==> config.mk <==
export PLATFORM = sky130hd
export DESIGN_NAME = time_set_ctrl
export DESIGN_NICKNAME = d
export VERILOG_FILES = /design/src/rtl/time_set_ctrl.sv
export SDC_FILE = /design/constraint.sdc
export NUM_CORES = 1
export LEC_CHECK = 0
export CAP_MARGIN = 20
export CORE_MARGIN = 5
export CORE_UTILIZATION = 40
export CTS_CLUSTER_DIAMETER = 50
export DETAILED_ROUTE_END_ITERATION = 10
export GPL_TIMING_DRIVEN = 0
export PLACE_DENSITY = 0.6
export SLEW_MARGIN = 20
export SYNTH_ARGS = -nofsm -noshare
export SYNTH_HDL_FRONTEND = slang
export SYNTH_SLANG_ARGS = --single-unit
==> constraint.sdc <==
create_clock -name CLK -period 5.85 [get_ports CLK]
set_input_delay 1.17 -clock CLK [delete_from_list [all_inputs] [get_ports CLK]]
set_output_delay 1.17 -clock CLK [all_outputs]
set_load 0.005 [all_outputs]
==> src/rtl/time_set_ctrl.sv <==
// Clock timekeeping and time-setting controller: BCD H:M:S from a 1 Hz prescaler, mode FSM for setting fields.
// Optional build macro TIMESET_SECHOLD_EN freezes seconds/prescaler while a SET mode is active.
module time_set_ctrl #(
   parameter int DIV = 50000000
) (
   input  logic       CLK,
   input  logic       RST,
   input  logic [2:0] BTN,
   output logic [7:0] HOUR,
   output logic [7:0] MIN,
   output logic [7:0] SEC,
   output logic [1:0] MODE,
   output logic       TICK
);

   typedef enum logic [1:0] {
      RUN      = 2'd0,
      SET_HOUR = 2'd1,
      SET_MIN  = 2'd2
   } mode_t;

   localparam logic [25:0] CNT_TOP = 26'(DIV - 1);

   mode_t       state, state_nxt;
   logic [25:0] cnt, cnt_nxt;
   logic [2:0]  btn_q;
   logic [7:0]  hour_nxt, min_nxt, sec_nxt;
   logic        do_mode, do_clr, do_inc;
   logic        en1hz, freeze, tick_en, sec_wrap, min_wrap;
   logic        inc_hour, inc_min;

   function automatic logic [7:0] bcd_inc(input logic [7:0] v, input logic [7:0] lim);
      if (v == lim)
         bcd_inc = 8'h00;
      else if (v[3:0] == 4'd9)
         bcd_inc = {v[7:4] + 4'd1, 4'd0};
      else
         bcd_inc = {v[7:4], v[3:0] + 4'd1};
   endfunction

   // Buttons are registered once; only the highest-priority bit of a cycle acts.
   assign do_mode = btn_q[0];
   assign do_clr  = btn_q[2] & ~btn_q[0];
   assign do_inc  = btn_q[1] & ~btn_q[0] & ~btn_q[2];

   always_ff @(posedge CLK) begin
      if (RST)
         state <= RUN;
      else
         state <= state_nxt;
   end

   always_comb begin
      state_nxt = state;
      if (do_mode) begin
         case (state)
            RUN:      state_nxt = SET_HOUR;
            SET_HOUR: state_nxt = SET_MIN;
            default:  state_nxt = RUN;
         endcase
      end
   end

   always_comb begin
      en1hz = (cnt == CNT_TOP);
`ifdef TIMESET_SECHOLD_EN
      freeze = (state != RUN) || (state_nxt != RUN);
`else
      freeze = 1'b0;
`endif
      tick_en  = en1hz & ~freeze;
      inc_hour = do_inc && (state == SET_HOUR);
      inc_min  = do_inc && (state == SET_MIN);

      cnt_nxt = (do_clr || en1hz || freeze) ? 26'd0 : cnt + 26'd1;

      sec_nxt = SEC;
      if (do_clr || freeze)
         sec_nxt = 8'h00;
      else if (tick_en)
         sec_nxt = bcd_inc(SEC, 8'h59);

      // A button edit on a field wins over the tick carry into it; that carry is lost.
      sec_wrap = tick_en && !do_clr && (SEC == 8'h59);
      min_wrap = sec_wrap && !inc_min && (MIN == 8'h59);

      min_nxt = MIN;
      if (inc_min || sec_wrap)
         min_nxt = bcd_inc(MIN, 8'h59);

      hour_nxt = HOUR;
      if (inc_hour || min_wrap)
         hour_nxt = bcd_inc(HOUR, 8'h23);
   end

   always_ff @(posedge CLK) begin
      if (RST) begin
         cnt   <= 26'd0;
         btn_q <= 3'b000;
         HOUR  <= 8'h00;
         MIN   <= 8'h00;
         SEC   <= 8'h00;
         TICK  <= 1'b0;
      end else begin
         cnt   <= cnt_nxt;
         btn_q <= BTN;
         HOUR  <= hour_nxt;
         MIN   <= min_nxt;
         SEC   <= sec_nxt;
         TICK  <= tick_en;
      end
   end

   assign MODE = state;

endmodule

Word-level counts from Yosys, hierarchy flattened
Cells that the tools add are included.

word-level totals
  bits in registers = 56
  word-level logic and storage cells = 58
  bits in latches = 0
  memories kept = 0
  output and inout bits = 27
  input bits = 5
  memory bits (read-only) = 0
  bits in writable memories = 0

cells by class
  shifts and indexed selects = 0
  divide/modulo/power cells = 0
  add/sub/neg operators = 7
  reduce and logical (&&, ||, !) cells = 20
  muxes and demuxes = 7
  magnitude comparators = 0
  equal/unequal tests = 9
  bitwise gates (word level) = 5
  multiply operators = 0

operator list
  kind                                                  count
  two-way mux 8 bit                                     6
  adder 26 x 1 -> 26 bit (second input constant)        1
  equality test 26 bit (second input constant)          1
  adder 4 x 1 -> 4 bit (second input constant)          6
  equality test 8 x 7 -> 1 bit (second input constant)  2
  equality test 4 bit (second input constant)           3
  equality test 8 x 6 -> 1 bit (second input constant)  1
  logical AND 1 bit                                     6
  AND reduction 2 bit                                   3
  nonzero test 2 bit                                    3
  one-hot mux 2 bit (2 select lines)                    1
  OR reduction 2 bit                                    2
  bitwise AND 1 bit                                     3
  logical OR 1 bit                                      3
  equality test 2 x 1 -> 1 bit (second input constant)  1
  equality test 2 bit (second input constant)           1
  logical NOT 1 bit                                     2
  logical NOT 2 bit                                     1
  NOT 1 bit                                             2

Longest topological paths before layout
Gate-level depths: netlist of run 1.

  depth after elaboration = 9
  depth in mapped cells = 9
  gate-level depth less buffers = 7

Worst setup path after synthesis of run 1
OpenSTA, ideal clock, no wires.

  path type = input -> register
  start = input RST
  end = register HOUR[4]
  required time = 5.733 ns
  stages = 6
  setup slack = 3.621 ns
  data arrival time = 2.111 ns
  cells stage by stage = clkbuf_1 > inv_1 > clkbuf_1 > o21ai_0 > o31ai_1 > a32o_1

RTL lines
  item                    RTL line  RTL
  start: declaration      7         input logic RST,
  end signal: assignment  107       HOUR <= hour_nxt;
  end: declaration        9         output logic [7:0] HOUR,

Final worst setup path of run 1
  start = register state[0], in the netlist MODE[0]
  end = output MODE[0]

RTL lines
  item                      RTL line  RTL
  start: declaration        24        mode_t state, state_nxt;
  start signal: assignment  50        state <= state_nxt;
  end: declaration          12        output logic [1:0] MODE,

No word-level cell between the ends.

==> results of run 1 <==
[layout make-up]
cell class	count	area (sq um)	share of cell area
plain buffers	15	75.1	0.0214
flip-flops and latches	56	1120	0.320
clock inverters	3	90.1	0.0257
multi-input cells	255	1680	0.481
inverters	10	37.5	0.0107
well taps	99	124	0.0354
repair buffers	30	300	0.0858
clock buffers	5	68.8	0.0197
[per-stage QoR]
stage	hold slack [ns]	setup slack, ns	utilization	area, sq um	power, mW
3_3_place_gp	0.449	3.28	0.466	3340	0.428
6_report	0.475	3.36	0.488	3500	0.761
5_1_grt	0.530	3.30	0.488	3500	0.794
4_1_cts	0.477	3.35	0.488	3500	0.774
3_5_place_dp	0.460	3.27	0.466	3340	0.428
2_1_floorplan	0.430	3.62	-	2920	0.415
[worst paths after layout]
kind,start,endpoint
worst max-delay path,MODE[0],MODE[0]
worst min-delay path,cnt[0],cnt[0]
worst max register to register,MIN[0],HOUR[1]
worst min register to register,cnt[0],cnt[0]
[placed cells by master (no fill, tap or decap), types with 2 or more instances in the layout]
cell type,count
dfxtp_1,56
nor2_1,43
clkdlybuf4s50_1,30
nand2_1,23
xor2_1,20
a21oi_1,18
nand3_1,16
nand4_1,13
ha_1,13
inv_1,10
and3_1,10
o21ai_0,9
or3_1,8
clkbuf_1,7
nor3_1,7
nor2b_1,6
buf_2,6
and4_1,6
and3b_1,5
and2_1,5
clkbuf_8,5
nand2b_1,4
nor3b_1,4
xnor2_1,4
mux2i_1,3
o311ai_0,3
a32o_1,3
bufinv_16,3
nor4b_1,2
o31ai_1,2
nor4b_2,2
or2_1,2
nand3b_1,2
mux2_2,2
or4_1,2
[cell families after synthesis]
logic type | after synthesis | synth area share
and+or+nand+nor | 169 | 0.335
xor gates and xnor gates | 24 | 0.0720
adders and majority gates | 13 | 0.0557
AOI/OAI and AO/OA | 43 | 0.0922
buffers and inverters | 25 | 0.0386
DFF | 56 | 0.384
muxes | 6 | 0.0219
[power by group through the flow]
| stage | Clock, mW | Sequential [mW] | Combinational (mW) |
|---|---|---|---|
| final | 0.343 | 0.390 | 0.0281 |
| after global routing | 0.371 | 0.391 | 0.0324 |
| after CTS | 0.355 | 0.391 | 0.0286 |
| after detailed placement | 0 | 0.399 | 0.0287 |
| after global placement | 0 | 0.399 | 0.0283 |
| after floorplan | 0 | 0.398 | 0.0172 |
[synth_stat cells (2+ instances only)]
master / number
nand3_1: 16
nand3b_1: 2
xnor2_1: 4
a32o_1: 3
and3b_1: 5
or4_1: 2
and4_1: 6
inv_1: 10
nor4b_1: 2
nor2_1: 43
nand2b_1: 4
nor4b_2: 2
o31ai_1: 2
mux2_2: 2
buf_2: 6
or2_1: 2
and3_1: 10
mux2i_1: 3
o21ai_0: 9
nand4_1: 13
nand2_1: 23
dfxtp_1: 56
nor3b_1: 4
nor3_1: 7
xor2_1: 20
nor2b_1: 6
ha_1: 13
clkbuf_1: 7
or3_1: 8
and2_1: 5
a21oi_1: 18
o311ai_0: 3
[routing by layer]
layer	vias to the layer above	track usage
met3	5	0.0300
li1	1266	-
met5	-	0
met4	0	0.0427
met1	1177	0.191
met2	32	0.227
[flip-flops by register name, summed over array words and instances (netlist names)]
name and cells:
TICK 1, MIN 8, HOUR 8, MODE 2, SEC 8, btn_q 3
cnt 26
==> out/qor.txt, run 1 <==
Slew headroom: 0.364
global-route wire length before repair: 10500 microns
CP Capture Type: output pin
syn_nets: 354
worst vdd ir: 0.0942 mV
Detailed Place HPWL: 4480 microns
Worst setup SP type: flip-flop
distinct cell type count of the synthesized netlist: 52
cell accounting for the most synthesized area: dfxtp_1
# port buffers: 30
Layout area overhead: 20.0%
Final period util: 0.425
min cycle time layout: 2.49 ns
Pint: 0.612 mW
Slowest cell on crit path: clkdlybuf4s50_1
detailed-router iteration count before antenna repair: 4
grt total ovfl: 0
Yosys top cell area share: 0.384
Final Instance Count excl. Fillers: 473
Setup CP Type: flip-flop to output pin
clock latency on the worst-skew pair: 0.31 ns
Worst Max-Slew Pin Slew: 0.947 ns
Nets: 391
vias in the first global route: 2318
Max clock buf depth: 2
number of max-cap violations: 0
unrepaired setup endpoints after global routing: false
crit-path cells: clkdlybuf4s50_1
CTS root buf: clkbuf_8
CTS H-tree lvls: 2
Cell Rows: 31
Routed WL: 6070 microns
Clk network pwr share: 0.450
CTS Buf Count: 5
share of layout cells above drive strength 1: 0.0722
endpoints failing setup: 0
switching share of power: 0.197
wire length on met2: 2740 microns
met1 wire length: 3080 microns
hold_buf cts: 0
drc violations: 0
Reg2Reg Depth: 7
CORE AREA: 7180 sq um
IO Pins: 32
initial core utilization: 0.407
synthesized area: 2920 sq um
GRT Total Usage: 0.142
switching pwr: 0.150 mW
WHS Path Cells: 1
Synth Area per Inst: 8.68 sq um
synthesized flop and latch total: 56
WP data required: 4.68 ns
asr flop ratio synth: 0
chip height: 95.4 microns
Cells after Synth: 336
DRT iter0 DRCs: 79
die area: 9100 sq um
post-CTS setup buffer count: 0
Synth area leaders: dfxtp_1, xor2_1, ha_1, nor2_1, a21oi_1
CP peak stage delay: 0.55 ns
Post-synth top flop: dfxtp_1
vias per cell: 5.24
chip width: 95.4 microns
Final ANT Viol Nets: 0
maximum clock frequency: 0.402 GHz
clock-pin slew on the worst setup and hold paths: 0.11 ns
Max Slew Vio Count: 0
met3 wire length: 186 microns
sequential area share after synthesis: 0.384
power share of the sequential group: 0.513
clock sink total: 56
worst path arrival time: 1.32 ns
largest net degree at the start of global routing: 18
GP Congestion: 0.799
R2R setup slack: 3.48 ns
Inst Count DP: 465
outcome: finished, final reports clean
Fillers: 726
PostCTS Resize Cnt: 0
worst hold path class: flip-flop to flip-flop
final hold viol count: 0
CTS tree: done
Worst Path Buf+Inv: 1
Post-synth EDFFs: 0
leakage dissipation: 1.29 nW
Crit Path Max Fanout: 7
post-DR wirelength/cell: 12.8 microns
Vias: 2480
top sig layer: met4
warnings from Yosys: 0
Power Dens Cells: 217 nW/um^2
CP Depth: 1
initial antenna violation count: 0
antenna diode count: 0
crit-path leading delay family: buffers and inverters
Worst Skew: 0.0127 ns
Logic pwr share: 0.037
TNS Setup: 0 ns
(Power assumes the default switching activity.)
==> run 2, diff against run 1 <==
clock period = 2.35 ns   (was 5.85 ns; I/O delays follow)
==> out/qor.txt, run 2 (synthesized netlist as in run 1, its figures left out) <==
outcome: finished, final reports clean (unchanged)
CTS root buf: clkbuf_8 (unchanged)
post-DR wirelength/cell: 12.8 microns (about the same)
top sig layer: met4 (unchanged)
CP peak stage delay: 0.39 ns (was 0.55 ns)
CP Capture Type: flip-flop (was output pin)
Fillers: 726 (unchanged)
Design Area, Final: 3520 sq um (was 3500 sq um)
Worst Max-Slew Pin Slew: 0.949 ns (was 0.947 ns)
Final Instance Count excl. Fillers: 475 (was 473)
Cell Rows: 31 (unchanged)
critical path launch point: cnt[0] (was MODE[0])
initial core utilization: 0.407 (unchanged)
crit path to: cnt[25] (was MODE[0])
min cycle time layout: 2.14 ns
Slew headroom: 0.363 (was 0.364)
drc violations: 0 (unchanged)
Max Slew Vio Count: 0 (unchanged)
Inst Count DP: 465 (unchanged)
CP Depth: 9 (was 1)
chip height: 95.4 microns (unchanged)
CORE AREA: 7180 sq um (unchanged)
vias in the first global route: 2319 (was 2318)
Final ANT Viol Nets: 0 (unchanged)
most common cell after layout, fill and taps aside: dfxtp_1 (unchanged)
GP Congestion: 0.799 (unchanged)
Worst Skew: 0.0126 ns (was 0.0127 ns)
clock-pin slew on the worst setup and hold paths: 0.09 ns (was 0.11 ns)
crit-path leading delay family: simple AND/OR/NAND/NOR gates (was buffers and inverters)
share of layout cells above drive strength 1: 0.0798 (was 0.0722)
clock sink total: 56 (unchanged)
number of max-cap violations: 0 (unchanged)
Final period util: 0.909
largest net degree at the start of global routing: 18 (unchanged)
Slowest cell on crit path: dfxtp_1 (was clkdlybuf4s50_1)
worst path arrival time: 2.34 ns (was 1.32 ns)
dpl cell area: 3340 sq um (unchanged)
# port buffers: 30 (unchanged)
chip width: 95.4 microns (unchanged)
GRT Total Usage: 0.142 (unchanged)
initial antenna violation count: 0 (unchanged)
Max clock buf depth: 2 (unchanged)
unrepaired setup endpoints after global routing: false (unchanged)
crit-path cells: ha_1 -> and3_1 -> buf_2 -> nand4_2 -> or2_1 -> buf_6 -> nand2_1 -> buf_2 -> nor2_1 (was clkdlybuf4s50_1)
vias per cell: 5.24 (about the same)
Worst Path Buf+Inv: 3 (was 1)
global-route wire length before repair: 10500 microns (unchanged)
IO Pins: 32 (unchanged)
Detailed Place HPWL: 4480 microns (unchanged)
worst r2r src: cnt[0] (was MIN[0])
CTS H-tree lvls: 2 (unchanged)
DRT iter0 DRCs: 75 (was 79)
Power Dens Cells: 539 nW/um^2 (was 217 nW/um^2)
clock latency on the worst-skew pair: 0.31 ns (about the same)
Top reg by flops: cnt (unchanged)
met1 wire length: 3070 microns (was 3080 microns)
worst hold path class: flip-flop to flip-flop (unchanged)
grt total ovfl: 0 (unchanged)
wire length on met2: 2770 microns (was 2740 microns)
met3 wire length: 191 microns (was 186 microns)
Layout area overhead: 20.6% (was 20.0%)
antenna diode count: 0 (unchanged)
final hold viol count: 0 (unchanged)
Reg2Reg Depth: 9 (was 7)
R2R setup slack: 0.21 ns (was 3.48 ns)
WP data required: 2.55 ns (was 4.68 ns)
worst reg2reg path endpoint: cnt[25] (was HOUR[1])
maximum clock frequency: 0.468 GHz
Nets: 393 (was 391)
Core Util, Final: 0.490 (was 0.488)
CTS tree: done (unchanged)
Vias: 2490 (was 2480)
Worst setup SP type: flip-flop (unchanged)
crit-path most repeated cell: buf_2
detailed-router iteration count before antenna repair: 4 (unchanged)
CTS Buf Count: 5 (unchanged)
endpoints failing setup: 0 (unchanged)
commonest non-fill, non-tap cells in the layout: dfxtp_1, nor2_1, clkdlybuf4s50_1 (unchanged)
Setup CP Type: flip-flop to flip-flop (was flip-flop to output pin)
Crit Path Max Fanout: 10 (was 7)
worst vdd ir: 0.235 mV (was 0.0942 mV)
leakage dissipation: 1.30 nW (was 1.29 nW)
Routed WL: 6100 microns (was 6070 microns)
die area: 9100 sq um (unchanged)
max reg flops: 26 (unchanged)
[run 2: cell count changes in the layout (fill, tap and decap cells not counted)]
cell     previous run  this run
buf_4               1         3
a21oi_1            18        17
a21oi_2             0         1
[run 2: repair_timing]
item	4_1_cts	5_1_grt
setup endpoints to repair	1	2
hold buffers	0	0
gates resized for setup	0	1
gates cloned	0	0
pin swaps	1	1
endpoints found under the hold margin	0	0
buffers inserted	0	2
[run 2: where the power goes]
part	internal [mW]	switching (mW)
clock network	0.533	0.321
logic	0.0300	0.0401
registers	0.960	0.0120
total	1.52	0.373
[run 2: area by class of cell]
cell class                      instances  area [sq um]  area share
Buffer                                 15          75.1      0.0213
Multi-Input combinational cell        255          1690       0.480
Tap cell                               99           124      0.0352
Clock buffer                            5          68.8      0.0196
Clock inverter                          3          90.1      0.0256
Timing Repair Buffer                   32           315      0.0896
Sequential cell                        56          1120       0.319
Inverter                               10          37.5      0.0107
[run 2: worst min-delay path by stage]
| stage | startpoint | endpoint | slack, ns | depth (start not counted) |
|---|---|---|---|---|
| floorplan | cnt[0] | cnt[0] | 0.43 | 1 |
| detailed placement | cnt[0] | cnt[0] | 0.46 | 1 |
| global placement | cnt[0] | cnt[0] | 0.45 | 1 |
| global route | cnt[0] | cnt[0] | 0.53 | 1 |
| CTS | cnt[0] | cnt[0] | 0.48 | 1 |
| finish | cnt[0] | cnt[0] | 0.48 | 1 |
[run 2: metrics by stage]
| stage | setup TNS (ns) | power, mW | hold WS [ns] | setup slack, ns |
|---|---|---|---|---|
| after detailed placement | 0 | 1.07 | 0.460 | 0.00447 |
| after global placement | -0.0170 | 1.06 | 0.449 | -0.0170 |
| after CTS | 0 | 1.93 | 0.477 | 0.0390 |
| after global routing | 0 | 1.98 | 0.530 | 0.0342 |
| final | 0 | 1.90 | 0.475 | 0.213 |
| after floorplan | 0 | 1.03 | 0.430 | 0.277 |
[run 2: worst register-to-register path, stage by stage, from the launching register on]
cell and delay (ns):
dfxtp_1 0.39, ha_1 0.20, and3_1 0.15, buf_2 0.16, nand4_2 0.17, or2_1 0.28
buf_6 0.14, nand2_1 0.19, buf_2 0.27, nor2_1 0.08
[run 2: routing by layer]
metal	up-vias	global-route usage
met5	-	0
met4	0	0.0427
met3	7	0.0300
met2	31	0.227
met1	1182	0.191
li1	1270	-
